### src/rtl/core_bus_pkg.sv
// Shared constants, arbiter state encoding and width helper for the core/cache bus.
package core_bus_pkg;

  localparam logic       READ   = 1'b1;
  localparam logic       WRITE  = 1'b0;

  localparam logic [1:0] MEMORY = 2'd0;
  localparam logic [1:0] MMIO   = 2'd1;
  localparam logic [1:0] PORT   = 2'd2;
  localparam logic [1:0] IRQ    = 2'd3;

  localparam logic       INST   = 1'b0;
  localparam logic       DATA   = 1'b1;

  typedef enum logic {
    IDLE,
    ISSUE
  } arb_state_t;

  function automatic int clog2(input int v);
    int r;
    r = 0;
    while ((32'sd1 <<< r) < v) r = r + 1;
    return r;
  endfunction

endpackage

### src/rtl/core_bus_idfifo.sv
// In-order FIFO of granted channel indices; the head selects the response owner.
module core_bus_idfifo
  import core_bus_pkg::*;
#(
  parameter int WIDTH = 1,
  parameter int DEPTH = 4
) (
  input  logic                          clk,
  input  logic                          reset,
  input  logic                          push,
  input  logic                          pop,
  input  logic [WIDTH-1:0]              din,
  output logic [WIDTH-1:0]              dout,
  output logic                          full,
  output logic                          empty,
  output logic [clog2(DEPTH+1)-1:0]     count
);

  localparam int AW = clog2(DEPTH);
  localparam int CW = clog2(DEPTH+1);

  logic [WIDTH-1:0] mem [DEPTH];
  logic [AW-1:0]    wptr;
  logic [AW-1:0]    rptr;

  assign full  = (count == CW'(DEPTH));
  assign empty = (count == '0);
  assign dout  = mem[rptr];

  always_ff @(posedge clk) begin
    if (push) mem[wptr] <= din;
  end

  always_ff @(posedge clk) begin
    if (reset) begin
      wptr  <= '0;
      rptr  <= '0;
      count <= '0;
    end else begin
      if (push) wptr <= wptr + 1'b1;
      if (pop)  rptr <= rptr + 1'b1;
      case ({push, pop})
        2'b10:   count <= count + 1'b1;
        2'b01:   count <= count - 1'b1;
        default: ;
      endcase
    end
  end

endmodule

### src/rtl/core_bus_arbiter.sv
// N-channel request arbiter with in-order response steering onto one cache port.
// Build option: CORE_BUS_ARB_FIXED_PRIO_EN selects fixed priority instead of round-robin.
//
// state | meaning
// IDLE  | waiting for a request and a free ID FIFO slot
// ISSUE | holding the granted request on m_req* until m_reqack
module core_bus_arbiter
  import core_bus_pkg::*;
#(
  parameter int DATA_WIDTH = 64,
  parameter int TAG_WIDTH  = 13,
  parameter int NCH        = 2,
  parameter int DEPTH      = 4,
  parameter int RESP_BEATS = 8
) (
  input  logic                      clk,
  input  logic                      reset,
  input  logic [NCH*DATA_WIDTH-1:0] c_req,
  input  logic [NCH*TAG_WIDTH-1:0]  c_reqtag,
  input  logic [NCH-1:0]            c_reqcyc,
  output logic [NCH-1:0]            c_reqack,
  output logic [NCH*DATA_WIDTH-1:0] c_resp,
  output logic [NCH*TAG_WIDTH-1:0]  c_resptag,
  output logic [NCH-1:0]            c_respcyc,
  input  logic [NCH-1:0]            c_respack,
  output logic [DATA_WIDTH-1:0]     m_req,
  output logic [TAG_WIDTH-1:0]      m_reqtag,
  output logic                      m_reqcyc,
  input  logic                      m_reqack,
  input  logic [DATA_WIDTH-1:0]     m_resp,
  input  logic [TAG_WIDTH-1:0]      m_resptag,
  input  logic                      m_respcyc,
  output logic                      m_respack,
  output logic                      err_orphan
);

  localparam int IDW = (clog2(NCH) < 1) ? 1 : clog2(NCH);
  localparam int CW  = clog2(DEPTH+1);
  localparam int BW  = clog2(RESP_BEATS+1);

  arb_state_t     state;
  logic [IDW-1:0] gnt;
  logic [IDW-1:0] win;
  logic           found;
  logic [IDW-1:0] head;
  logic           fifo_full;
  logic           fifo_empty;
  logic [CW-1:0]  fifo_count;
  logic           issue_ack;
  logic           beat_fire;
  logic           last_beat;
  logic [BW-1:0]  beat;

`ifdef CORE_BUS_ARB_FIXED_PRIO_EN
  always_comb begin
    win   = '0;
    found = 1'b0;
    for (int k = NCH - 1; k >= 0; k--) begin
      if (c_reqcyc[k]) begin
        win   = IDW'(k);
        found = 1'b1;
      end
    end
  end
`else
  logic [IDW-1:0] rr;

  // Search starts at the channel after the last one served.
  always_comb begin
    win   = '0;
    found = 1'b0;
    for (int k = 0; k < NCH; k++) begin
      if (!found && c_reqcyc[(int'(rr) + k) % NCH]) begin
        win   = IDW'((int'(rr) + k) % NCH);
        found = 1'b1;
      end
    end
  end
`endif

  assign issue_ack = (state == ISSUE) && m_reqack;

  always_ff @(posedge clk) begin
    if (reset) begin
      state    <= IDLE;
      gnt      <= '0;
      m_reqcyc <= 1'b0;
      m_req    <= '0;
      m_reqtag <= '0;
`ifndef CORE_BUS_ARB_FIXED_PRIO_EN
      rr       <= '0;
`endif
    end else begin
      case (state)
        IDLE: begin
          if (found && (fifo_count < CW'(DEPTH))) begin
            gnt      <= win;
            m_reqcyc <= 1'b1;
            m_req    <= c_req[win*DATA_WIDTH +: DATA_WIDTH];
            m_reqtag <= c_reqtag[win*TAG_WIDTH +: TAG_WIDTH];
            state    <= ISSUE;
          end
        end
        ISSUE: begin
          if (m_reqack) begin
            m_reqcyc <= 1'b0;
            state    <= IDLE;
`ifndef CORE_BUS_ARB_FIXED_PRIO_EN
            rr       <= (gnt == IDW'(NCH - 1)) ? '0 : gnt + 1'b1;
`endif
          end
        end
        default: state <= IDLE;
      endcase
    end
  end

  always_comb begin
    c_reqack = '0;
    if (state == ISSUE) c_reqack[gnt] = m_reqack;
  end

  core_bus_idfifo #(
    .WIDTH (IDW),
    .DEPTH (DEPTH)
  ) u_idfifo (
    .clk   (clk),
    .reset (reset),
    .push  (issue_ack && !fifo_full),
    .pop   (last_beat),
    .din   (gnt),
    .dout  (head),
    .full  (fifo_full),
    .empty (fifo_empty),
    .count (fifo_count)
  );

  // With nothing outstanding a response has no owner: never consume it.
  always_comb begin
    c_respcyc = '0;
    m_respack = 1'b0;
    if (!fifo_empty) begin
      c_respcyc[head] = m_respcyc;
      m_respack       = c_respack[head];
    end
  end

  assign c_resp    = {NCH{m_resp}};
  assign c_resptag = {NCH{m_resptag}};

  assign beat_fire = m_respcyc && m_respack;
  assign last_beat = beat_fire && (beat == BW'(RESP_BEATS - 1));

  always_ff @(posedge clk) begin
    if (reset) begin
      beat       <= '0;
      err_orphan <= 1'b0;
    end else begin
      if (last_beat)      beat <= '0;
      else if (beat_fire) beat <= beat + 1'b1;
      if (m_respcyc && fifo_empty) err_orphan <= 1'b1;
    end
  end

endmodule
### config.mk
export PLATFORM = sky130hd
export DESIGN_NAME = core_bus_arbiter
export DESIGN_NICKNAME = d
export VERILOG_FILES = /design/src/rtl/core_bus_pkg.sv /design/src/rtl/core_bus_idfifo.sv /design/src/rtl/core_bus_arbiter.sv
export SDC_FILE = /design/constraint.sdc
export NUM_CORES = 1
export LEC_CHECK = 0
export ABC_CLOCK_PERIOD_IN_PS = 2500
export CORE_AREA = 2 2 186 188
export CTS_BUF_LIST = sky130_fd_sc_hd__clkbuf_8
export DETAILED_ROUTE_END_ITERATION = 12
export DIE_AREA = 0 0 188 190
export GPL_TIMING_DRIVEN = 0
export SYNTH_ARGS = -nofsm -noshare
export SYNTH_HDL_FRONTEND = slang
export SYNTH_SLANG_ARGS = --single-unit
### constraint.sdc
create_clock -name clk -period 2.5 [get_ports clk]
set_clock_uncertainty 0.15 [all_clocks]
set_input_delay 0.5 -clock clk [delete_from_list [all_inputs] [get_ports clk]]
set_output_delay 0.5 -clock clk [all_outputs]
set_load 0.05 [all_outputs]
# == Word level (Yosys, flattened, before mapping) ==
# Memory sizes are Yosys's and may differ from the RTL's. A register that Yosys moved wholly into a read port is not among the register bits.
# Index checks and enable logic that the tools add are counted.
# word_totals
reg_bits,93
mem_bits_rw,4
in_bits,239
out_inout_bits,238
word_cells,86
mem_count,1
# classes
n_addsub,7
n_mul,1
n_lt_le_gt_ge,7
eq_ne,6
shift,2
muxes,30
n_bitwise,4
reduce_logical,17
# mem_list
memory,depth,word_bits,read_ports,rd_clocked_by_memory_dff,write_ports,line,rtl
u_idfifo.mem,4,1,1,1,1,core_bus_idfifo.sv:22,logic [WIDTH-1:0] mem [DEPTH];
# op_table
op,count
variable part select 128 x 8 -> 64 bit,1
variable part select 26 x 6 -> 13 bit,1
2-to-1 mux 1 bit,21
logical AND 1 bit,9
2-to-1 mux 2 bit,4
< comparator 1 x 2 -> 1 bit (second input constant),3
one-hot mux 3 bit (2 select lines),1
AND reduction 2 bit,3
multiplier 1 x 4 -> 5 bit (second input constant),1
adder 2 x 1 -> 2 bit (second input constant),2
adder 4 x 1 -> 4 bit (second input constant),1
AND 2 bit,2
== test 4 x 3 -> 1 bit (second input constant),1
inequality test 2 bit (second input constant),2
one-hot mux 1 bit (2 select lines),2
adder 3 x 1 -> 3 bit (second input constant),1
== test 3 bit (second input constant),1
zero test 3 bit,1
< comparator 2 x 3 -> 1 bit (second input constant),1
< comparator 3 bit (second input constant),1
subtractor 3 x 1 -> 3 bit (second input constant),1
adder 1 bit (second input constant),2
demux 1 bit (select 1 bit),2
== test 2 x 1 -> 1 bit (second input constant),1
other kinds (7),9

# == Longest topological paths before layout ==
# Gate-level depths: netlist (run 1).
# logic_depth
ltp_word,10
depth_mapped,10
ltp_nobuf,10

# == By module ==
# Synthesis (run 1) repeated with hierarchy kept, for this count alone.
# hier_totals
cells_unflattened,715
area_unflattened_um2,6238.5
# modules_own_cells
mod,instances,cells_each,area_per_inst_um2,seq_area_each_um2
core_bus_arbiter,1,663,5661.7,1721.7
core_bus_idfifo,1,52,576.8,300.3

# == Worst setup path after synthesis (run 1) ==
# No wires, ideal clock.
# synth_path
kind,register to register
from,register with a tool-made name
to,register u_idfifo.count[2]
setup_time_ns,0.070
arrival_time_ns,2.431
required_ns,2.280
setup_slack_ns,-0.152
stages_incl_launch_ff,11
path_buffers,1
synth_period_minus_slack_ns,2.652
path_cell_list,dfxtp_1 -> mux4_2 -> mux2i_1 -> buf_6 -> nor2_2 -> ha_1 -> inv_1 -> fa_1 -> xor2_1 -> or3_1 -> a21oi_1
# synth_rtl
item,line,rtl
to (signal assigned),core_bus_idfifo.sv:43,2'b10: count <= count + 1'b1;
to (signal assigned),core_bus_idfifo.sv:44,2'b01: count <= count - 1'b1;
to (decl),core_bus_idfifo.sv:16,output logic [clog2(DEPTH+1)-1:0] count

==> tab_implementation.tex, run 1 <==
\begin{tabular}{lr}
\hline
Metric & Value \\
\hline
\multicolumn{2}{l}{\textbf{Synthesis}} \\
Post-synth net total & 852 \\
Post-synth ARST share & 0\% \\
Post-synth top area share & 34.3\% \\
Warnings, synthesis & 0 \\
Mux share of post-synthesis cell area & 15.5\% \\
Dominant cells by area after synthesis & dfxtp\_1 34\%, buf\_4 21\%, mux2i\_1 14\%, a211oi\_1 11\%, nor2\_1 6.3\% \\
Ys flop type & dfxtp\_1 \\
Average cell area after synthesis & 9.14 µm² \\
Cells after synthesis & 606 \\
Synth cell types & 33 \\
Number of enable flip-flop cells after synthesis & 4 \\
Count of state elements after synthesis & 99 \\
Simple logic cell fraction of the synthesized area & 9.11\% \\
Share of synthesized area occupied by flip-flops and latches & 36.5\% \\
Netlist area before placement & 5540 µm² \\
Post-synthesis share of cell area spent on full adders, half adders and majority gates & 1.72\% \\
Share of the synthesized netlist area taken by xor and xnor gates & 0.474\% \\
Largest family of logic cells by synthesized area & buffers and inverters \\
Compound-gate portion of the synthesized area & 12.1\% \\
Cell taking the most area after synthesis & dfxtp\_1 \\
\multicolumn{2}{l}{\textbf{Worst setup path}} \\
Number of cells on the critical path & 9 \\
Setup slack, reg-to-reg & -0.10 ns \\
Worst setup path endpoint & u\_idfifo.count[2] \\
Critical Path Fanout Max & 4 \\
Number of cells on the worst reg-to-reg path & 9 \\
Launching element of the worst setup path & u\_idfifo.mem[3] \\
Cell Chain, Critical Path & mux4\_2 -> mux2i\_4 -> nor2\_4 -> ha\_4 -> inv\_2 -> fa\_2 -> xor2\_1 -> or3\_1 -> a21oi\_2 \\
CP endpoint kind & flop \\
Category of the worst setup path launch point & flop \\
Critical path type & reg2reg \\
Top delay family on crit path & multiplexers \\
Worst flop-to-flop path endpoint & u\_idfifo.count[2] \\
CP max-delay cell & mux4\_2 \\
Arrival time worst endpoint & 2.77 ns \\
Peak per-stage delay on the critical path & 0.54 ns \\
Worst path bufs/invs & 1 \\
CP required & 2.67 ns \\
Reg-to-Reg Start & u\_idfifo.mem[3] \\
\multicolumn{2}{l}{\textbf{Pwr}} \\
Pwr per Cell Area & 511 nW/µm² \\
Design Power & 0.00533 W \\
Peak VDD IR & 0.000187 V \\
Leakage power & 4.41 nW \\
\multicolumn{2}{l}{\textbf{Die}} \\
Die Height & 190 µm \\
Floorplan die area & 35700 µm² \\
Initial cell density of the core & 16.3\% \\
Core footprint & 33900 µm² \\
Number of I/O pins & 477 \\
Chip width & 188 µm \\
Rows & 68 \\
\multicolumn{2}{l}{\textbf{STA}} \\
Top achievable clock speed & 384 MHz \\
Unrepaired setup endpoints after global routing & yes \\
Share of the cycle needed by the critical path after routing & 104\% \\
Setup-failing EPs final & 1 \\
Count of pins over their slew limit & 0 \\
Number of hold violations in the final report & 0 \\
Transition time at the pin with the least slew margin & 0.822 ns \\
Post-layout minimum cycle time & 2.60 ns \\
Post-route setup slack & -0.104 ns \\
Max-Slew Margin vs Limit & 45.2\% \\
\multicolumn{2}{l}{\textbf{Clock network}} \\
Largest buffer count on any clock path & 2 \\
CTS tree & done \\
Clock transition at the registers of the reported paths & 0.11 ns \\
Root Driver & clkbuf\_8 \\
Hold buffers post-CTS & 0 \\
H-tree Lvls & 3 \\
Clock latency on the worst-skew pair & 0.38 ns \\
TritonCTS sink count & 99 \\
Number of buffers created by CTS & 9 \\
\multicolumn{2}{l}{\textbf{Placed design}} \\
Inst Count DP & 1460 \\
Buffers added on ports & 399 \\
Worst slack at placement & -0.909 ns \\
Placer Congestion & 0.752 \\
Estimated wirelength of the detail-placed design & 18.2 mm \\
\multicolumn{2}{l}{\textbf{GRT}} \\
First-pass GRT wire length & 31.9 mm \\
Number of antenna violations at the first check in global routing & 0 \\
Vias in the first global route & 5635 \\
Maximum number of pins on one net before global-route repair & 20 \\
Total track usage & 11.6\% \\
Total gr overflow & 0 \\
\multicolumn{2}{l}{\textbf{Final layout}} \\
Synth-to-Final Area Change & 88.2\% \\
Share of final-layout standard cells stronger than drive strength 1 & 21.1\% \\
Commonest non-fill, non-tap cell in the layout & clkdlybuf4s50\_1 \\
Number of antenna diodes & 0 \\
Net total in the final layout & 1269 \\
Number of cells in the finished layout apart from fillers & 1483 \\
Filler Cells Inserted & 3530 \\
Commonest cells after routing, fill and taps aside & 394 x clkdlybuf4s50\_1, 165 x buf\_4, 95 x dfxtp\_1 \\
\multicolumn{2}{l}{\textbf{Run status}} \\
Run status & finished with violations \\
Violations in the final reports & negative setup slack \\
\multicolumn{2}{l}{\textbf{Drt}} \\
Average routed wire per standard cell & 14.8 µm \\
DRC violation total after the first TritonRoute iteration & 147 \\
Routed via count & 5568 \\
Detailed-routing iteration count for the pre-antenna-repair pass & 4 \\
Post-detailed-route DRC marker count & 0 \\
Residual antenna-violating net count after detailed routing & 0 \\
Vias per cell & 3.75 \\
Detailed-route wire length & 21.9 mm \\
\multicolumn{2}{l}{\textbf{Run}} \\
Max Cap Violations & 0 \\
\multicolumn{2}{l}{\textbf{Min path}} \\
Type of the worst min-delay path & reg2reg \\
\hline
\end{tabular}
## stage by stage
step           hold WS (ns)  setup TNS, ns  area, µm²  util, %
6_report              0.335         -0.104      10400     30.7
5_1_grt               0.360         -0.356      10400     30.7
4_1_cts               0.344         -0.334      10400     30.5
3_5_place_dp          0.313         -64.11      10100     29.8
3_3_place_gp          0.310         -65.03      10100     29.8
2_1_floorplan         0.316       -0.00610       5560        -
## power breakdown
part / leakage [nW] / switching [W] / internal [W]
sequential: 0.824 / 0.0000806 / 0.00173
combinational: 3.49 / 0.00146 / 0.000997
clock: 0.0962 / 0.000668 / 0.000390
## registers in the layout, indices dropped and copies added (netlist names), named ones only
register / count
m_req: 64
m_reqtag: 13
beat: 4
u_idfifo.mem: 4
u_idfifo.count: 3
u_idfifo.rptr: 2
u_idfifo.wptr: 2
err_orphan: 1
gnt: 1
m_reqcyc: 1
rr: 1
state: 1
## tightest hold or removal path: cells and delay by family (launching register included)
family	cells	cell delay (ns)
flops	1	0.35
compound gates	1	0.04
simple gates	1	0.07
## worst min-delay path by stage
stage                     startpoint         end  slack [ns]  cells after the start
CTS                       err_orphan  err_orphan        0.34                      2
floorplan           u_idfifo.rptr[1]        flop        0.32                      2
global placement          err_orphan  err_orphan        0.31                      2
finish                    err_orphan  err_orphan        0.34                      2
global route              err_orphan  err_orphan        0.36                      2
detailed placement        err_orphan  err_orphan        0.31                      2
## synthesized netlist by cell type (2+ instances only)
cell type / number
a211oi_1: 78
a21oi_1: 8
and2_1: 5
buf_1: 2
buf_2: 11
buf_4: 157
clkbuf_1: 20
dfxtp_1: 95
edfxtp_1: 4
ha_1: 6
inv_1: 9
mux2_2: 3
mux2i_1: 79
nand2_1: 3
nand2b_1: 2
nand3_1: 2
nor2_1: 93
nor2b_1: 2
nor3_1: 5
o21ai_0: 6
or3_1: 2
or4_1: 2
xor2_1: 2
## logic make-up (layout without fill, tap and decap cells)
family,after synthesis,after routing
AND/OR/NAND/NOR,119,119
XOR/XNOR,3,3
buffers and inverters,200,622
flip-flops,99,99
multiplexers,84,84
AO/OA/AOI/OAI,94,94
adder cells (fa/ha/maj),7,7
## metal layers
layer | global-route usage, % | routed length, µm
met2 | 21.0 | 11300
met4 | 2.79 | 217
met3 | 2.93 | 1510
met1 | 13.7 | 8930
met5 | 0 | 0
## repair_timing
action                     4_1_cts  5_1_grt
setup endpoints to repair       79       32
resized for setup               26       23
pin swaps                        1        2
buffers inserted                 4        4
## final cells by class
class                      count  area (µm²)  area share [%]
timing repair buffer         407        4060            38.9
multi-input combinational    307        2220            21.3
sequential                    99        2020            19.4
buffer                       190        1330            12.7
tap                          455         569            5.46
clock buffer                   9         124            1.19
clock inverter                 7        72.6           0.696
inverter                       9        33.8           0.324
Power figures use the tool's default switching activity.
==> run 2: changes to the inputs <==
--- a/config.mk
+++ b/config.mk
@@ -11,6 +11,7 @@
 export DETAILED_ROUTE_END_ITERATION = 12
 export DIE_AREA = 0 0 188 190
 export GPL_TIMING_DRIVEN = 0
+export SLEW_MARGIN = 20
 export SYNTH_ARGS = -nofsm -noshare
 export SYNTH_HDL_FRONTEND = slang
 export SYNTH_SLANG_ARGS = --single-unit
==> results of run 2 <==
The final DEF is identical to that of run 1; final timing and power are the same.
